==> src/rtl/cond_issue_pipe.sv <==
// Two-stage conditional-compare issue pipe: S1 latches the request, S2 holds the 0/1 result.
// Optional macro SIGNED_CMP_EN enables signed codes 110 (A<B) and 111 (A>=B).
module cond_issue_pipe #(
  parameter int WIDTH = 16
) (
  input  logic             clk,
  input  logic             rst,
  input  logic             in_valid,
  output logic             in_ready,
  input  logic [WIDTH-1:0] in_a,
  input  logic [WIDTH-1:0] in_b,
  input  logic [2:0]       in_code,
  output logic             out_valid,
  input  logic             out_ready,
  output logic [WIDTH-1:0] out_c,
  output logic [15:0]      true_count,
  output logic             busy
);

  typedef struct packed {
    logic [WIDTH-1:0] a;
    logic [WIDTH-1:0] b;
    logic [2:0]       code;
  } req_t;

  req_t             s1_q, s1_d;
  logic             s1_v_q, s1_v_d;
  logic             s2_v_q, s2_v_d;
  logic [WIDTH-1:0] s2_c_q, s2_c_d;
  logic [15:0]      cnt_q, cnt_d;
  logic             cond;
  logic             in_hs, out_hs, s2_load;

  always_comb begin
    cond = 1'b0;
    case (s1_q.code)
      3'b000: cond = (s1_q.a <= s1_q.b);
      3'b001: cond = (s1_q.a <  s1_q.b);
      3'b010: cond = (s1_q.a >= s1_q.b);
      3'b011: cond = (s1_q.a >  s1_q.b);
      3'b100: cond = (s1_q.a == s1_q.b);
      3'b101: cond = (s1_q.a != s1_q.b);
`ifdef SIGNED_CMP_EN
      3'b110: cond = ($signed(s1_q.a) <  $signed(s1_q.b));
      3'b111: cond = ($signed(s1_q.a) >= $signed(s1_q.b));
`else
      3'b110: cond = 1'b0;
      3'b111: cond = 1'b0;
`endif
      default: cond = 1'b0;
    endcase
  end

  always_comb begin
    out_hs   = s2_v_q & out_ready;
    s2_load  = s1_v_q & (~s2_v_q | out_hs);
    // Held low during reset so nothing is accepted into a stage being cleared.
    in_ready = ~rst & (~s1_v_q | s2_load);
    in_hs    = in_valid & in_ready;

    s1_d   = in_hs ? '{a: in_a, b: in_b, code: in_code} : s1_q;
    s1_v_d = in_hs | (s1_v_q & ~s2_load);
    s2_v_d = s2_load | (s2_v_q & ~out_hs);
    s2_c_d = s2_load ? WIDTH'(cond) : s2_c_q;

    cnt_d = cnt_q;
    if (out_hs && s2_c_q[0] && (cnt_q != 16'hFFFF))
      cnt_d = cnt_q + 16'd1;
  end

  always_ff @(posedge clk or posedge rst) begin
    if (rst) begin
      s1_q   <= '0;
      s1_v_q <= 1'b0;
      s2_v_q <= 1'b0;
      s2_c_q <= '0;
      cnt_q  <= '0;
    end else begin
      s1_q   <= s1_d;
      s1_v_q <= s1_v_d;
      s2_v_q <= s2_v_d;
      s2_c_q <= s2_c_d;
      cnt_q  <= cnt_d;
    end
  end

  assign out_valid  = s2_v_q;
  assign out_c      = s2_c_q;
  assign true_count = cnt_q;
  assign busy       = s1_v_q | s2_v_q;

endmodule

==> config.mk <==
export PLATFORM = sky130hd
export DESIGN_NAME = cond_issue_pipe
export DESIGN_NICKNAME = d
export VERILOG_FILES = /design/src/rtl/cond_issue_pipe.sv
export SDC_FILE = /design/constraint.sdc
export NUM_CORES = 1
export LEC_CHECK = 0
export BUFFER_PORTS_ARGS = -buffer_cell sky130_fd_sc_hd__buf_2
export CORE_MARGIN = 3
export CORE_UTILIZATION = 45
export DETAILED_ROUTE_END_ITERATION = 7
export GPL_TIMING_DRIVEN = 1
export PLACE_DENSITY = 0.77
export SLEW_MARGIN = 20
export SYNTH_ARGS = -nofsm -noshare
export SYNTH_HDL_FRONTEND = slang
export SYNTH_SLANG_ARGS = --single-unit
==> constraint.sdc <==
create_clock -name clk -period 3.55 [get_ports clk]
set_input_delay 1.065 -clock clk [delete_from_list [all_inputs] [get_ports clk]]
set_output_delay 1.065 -clock clk [all_outputs]
set_load 0.005 [all_outputs]
# Yosys cells after proc, flatten, opt, wreduce, memory -nomap -nowiden
# Index checks and enable logic that the tools add are counted.
# op_classes
n_addsub	1
order_cmp	4
n_eq_ne	10
mux	1
n_bitwise	16
reduce_logical	4
# ops
op	n
16-bit by 1-bit adder with 16-bit output (second input constant)	1
16-bit == test	1
16-bit greater-or-equal comparator	1
16-bit greater-than comparator	1
16-bit <= comparator	1
16-bit < comparator	1
16-bit inequality test	1
16-bit inequality test (second input constant)	1
3-bit == test (second input constant)	4
1-bit one-hot mux with 7 select lines	1
1-bit bitwise AND	6
3-bit by 2-bit == test with 1-bit output (second input constant)	2
1-bit NOT	5
1-bit OR	5
3-bit by 1-bit == test with 1-bit output (second input constant)	1
3-bit logical NOT	1
1-bit logical AND	2
2-bit OR reduction	1
# totals
reg_bits	54
inputBits	39
output_inout_bits	35
wordCells	43

# Longest topological paths before layout
# depth
ltp_word	7
depth_mapped	8
ltp_nobuf	8

# Worst setup path before layout
# OpenSTA, ideal clock, no wires.
# synth_path
path_kind	input -> output
start	input out_ready
end	output in_ready
arrival_ns	1.323
required_time_ns	2.485
slack_ns	1.162
stages	2
path_cell_list	nor2b_1 a21oi_1
# synth_via
elab_chain_cells	5
# synth_lines
item	line	source
start, declared	14	input logic out_ready,
1-bit bitwise AND	55	out_hs = s2_v_q & out_ready;
1-bit OR	56	s2_load = s1_v_q & (~s2_v_q | out_hs);
1-bit bitwise AND	56	
1-bit OR	58	in_ready = ~rst & (~s1_v_q | s2_load);
1-bit bitwise AND	58	
end, declared	9	output logic in_ready,
# No other way between the ends.

# Worst setup path after layout
# Same ends and word-level chain as after synthesis.

==> impl_metrics.csv <==
group,metric,value,unit
status,status,"completed",
sta,slew_violations,0,
floorplanning,rows,27,
finish,nets,347,
min_path,min_path_cells,1,
yosys,synth_common_cells,"dfrtp_1, mux2_2, ha_1, inv_1",
worst_setup_path,reg2reg_setup_slack,1.57,ns
place,post-place-ws,0.8463,ns
route,postRouteAntennaNets,0,
clock_network,cts-root-buf,"clkbuf_8",
floorplanning,die_area,0.007032,mm2
route,drt_iter0_drc,58,
min_path,hold_start,"true_count[13]",
worst_setup_path,worstSetupEndpointType,"primary output",
sta,timing.slew.headroom,0.4555,
floorplanning,die_w,83.86,um
sta,fin_worst_skew,0.006203,ns
route,wl_met3,244,um
place,io_buffers,58,
place,gp_congestion,0.7480,
finish,area_growth,15.46,%
route,wl_met1,2.110,mm
floorplanning,initial_core_util,0.4806,
route,topRoutingLayerUsed,"met4",
clock_network,h-tree-depth,2,
global_routing,grt_overflow_total,0,
finish,n_fill_cell,527,
global_routing,grt_max_degree,37,
worst_setup_path,worstPathCellList,"buf_2 -> nor2b_1 -> a21oi_1 -> buf_2",
clock_network,cts_resized,0,
sta,finalHoldViolCount,0,
yosys,ys_types,38,
sta,min_period,2.705,ns
power,p_sw_frac,0.2767,
worst_setup_path,r2r-start,"s1_q[14]",
sta,tightest_slew,0.8138,ns
run,drv_cap,0,
clock_network,cts_tree,"done",
place,place_area,0.003037,mm2
worst_setup_path,worstSetupPathType,"input pin to primary output",
yosys,synth_flop_cell,"dfrtp_1",
yosys,synth.most_common_cell,"dfrtp_1",
sta,hold_ws,0.4909,ns
finish,layout-drive-gt1-share,0.3780,
global_routing,grt_usage,0.1441,
route,wirelength,4.741,mm
route,vias,1786,
yosys,syn-cell-area,0.002728,mm2
sta,rsz0062_at_grt,"no",
finish,finish.instance_area,0.003149,mm2
worst_setup_path,worst-path-max-fanout,3,
global_routing,grt_pass1_wl,8.238,mm
power,internal-power,1.146,mW
power,p_switching,0.4383,mW
worst_setup_path,crit-reg2reg-capture,"out_c[0]",
route,routedWlPerCell,13.06,um
worst_setup_path,cpMostUsedCell,"buf_2",
yosys,synth_edf_count,0,
worst_setup_path,cpPeakStageDelay,0.19,ns
route,via_per_inst,4.920,
sta,setup_tns,0,ns
clock_network,hold_buffers,0,
global_routing,antenna_found_initial,0,
yosys,ys_async_sr_fraction,1.000,
route,drc,0,
place,dp_hpwl,3.726,mm
sta,timing.final.ws_setup,0.8447,ns
worst_setup_path,worstSetupStartpointType,"input pin",
sta,fmax,369.7,MHz
floorplanning,ios,74,
route,detail_route.first_pass.iterations,4,
power,p_leak,1.589,nW
worst_setup_path,cp_slowest_cell,"nor2b_1",
yosys,synth_cells,229,
yosys,ys_ff_latch,54,
global_routing,first_global_vias,1729,
yosys,synth_top_area_cell,"dfrtp_1",
clock_network,worstSkewPairLatency,0.30,ns
yosys,syn_avg_cell_area,11.91,um2
yosys,ys_warn_count,0,
yosys,synth_top_area_frac,0.4954,
worst_setup_path,cp.required,2.48,ns
yosys,synth_area_leaders,"dfrtp_1, mux2_2, ha_1",
floorplanning,dieHeight,83.86,um
clock_network,cts.sinks,54,
worst_setup_path,cp.arrival,1.64,ns
finish,n_antenna_cell,0,
clock_network,cts_made_buffers,5,
yosys,ys_seq_area_frac,0.4954,
route,wl_met2,2.337,mm
clock_network,cts.clk_slew.worst_paths,0.09,ns
min_path,hp-class,"register to register",
power,combPwrFrac,0.240,
power,power,1.584,mW
power,clkPwrFrac,0.260,
sta,finalSetupViolCount,0,
power,vdd_drop_max,0.2362,mV
min_path,hold_end,"true_count[13]",
floorplanning,coreArea,0.005675,mm2
power,sequentialPowerShare,0.500,
power,powerDensity,502.9,mW/mm2
clock_network,post-cts-setup-buffers,0,
clock_network,cts.path.max_buffers,2,
worst_setup_path,reg2reg_depth,8,
sta,post-route-period-util,0.7620,
==> routing by layer <==
metal  track usage  up-vias
met1        0.1919      854
met2        0.2364       50
met3       0.02962        4
met4       0.04386        0
met5             0        -
li1              -      878
==> cells by family (layout without fill, tap and decap cells) <==
group                      Yosys count  count (layout)  synth area share
xor gates and xnor gates            15              15           0.04816
DFF                                 54              54            0.4954
adders and majority gates           17              17           0.07798
other                                1              15          0.001375
and+or+nand+nor                     50              50            0.1055
AOI/OAI and AO/OA                   19              19           0.04358
muxes                               37              37            0.1537
buffers and inverters               36              84           0.07431
==> layout make-up <==
class / count / area (um2) / share of cell area
flip-flops and latches: 54 / 1351 / 0.4291
clock inverters: 1 / 30.03 / 0.009535
clock buffers: 6 / 82.58 / 0.02622
repair buffers: 60 / 305.3 / 0.09694
well taps: 72 / 90.09 / 0.02861
inverters: 17 / 63.81 / 0.02026
multi-input cells: 153 / 1226 / 0.3894
==> through the flow <==
stage / instances / util
4_1_cts: 363 / 0.5549
2_1_floorplan: 243 / -
6_report: 363 / 0.5549
3_3_place_gp: 356 / 0.5351
5_1_grt: 363 / 0.5549
3_5_place_dp: 356 / 0.5351
==> worst max-delay path by stage <==
stage              start       end  slack [ns]  cells after the start
2_1_floorplan  out_ready  in_ready        1.16                      2
3_3_place_gp   out_ready  in_ready        0.85                      4
3_5_place_dp   out_ready  in_ready        0.85                      4
4_1_cts        out_ready  in_ready        0.84                      4
5_1_grt        out_ready  in_ready        0.74                      4
6_report       out_ready  in_ready        0.84                      4
==> critical path: cells and delay by family <==
| family | cells | cell delay (ns) |
|---|---|---|
| buf+inv | 2 | 0.25 |
| simple gates | 1 | 0.19 |
| compound gates | 1 | 0.13 |
==> power groups by stage <==
| stage | clock network, mW | registers, mW | logic, mW |
|---|---|---|---|
| finish | 0.411 | 0.792 | 0.381 |
| global route | 0.454 | 0.811 | 0.443 |
| CTS | 0.427 | 0.793 | 0.391 |
| detailed placement | 0 | 0.806 | 0.388 |
| global placement | 0 | 0.800 | 0.374 |
| floorplan | 0 | 0.791 | 0.286 |
==> state kept, by name, summed over array words and instances (netlist names) <==
name        flops
s1_q           35
out_valid       1
s1_v_q          1
out_c           1
true_count     16
==> cell usage in the layout, fill, tap and decap left out, drive strengths merged, types with 2 or more instances in the layout <==
cell,n
nor2,4
nand4,7
nand3,4
nor2b,2
and4,2
dfrtp,54
buf,60
a21oi,10
mux2,36
nand2b,2
and3,6
inv,17
clkbuf,6
ha,17
xor2,4
conb,15
and2,3
nand2,16
xnor2,11
Note: power is estimated with default switching activity, not from simulation.
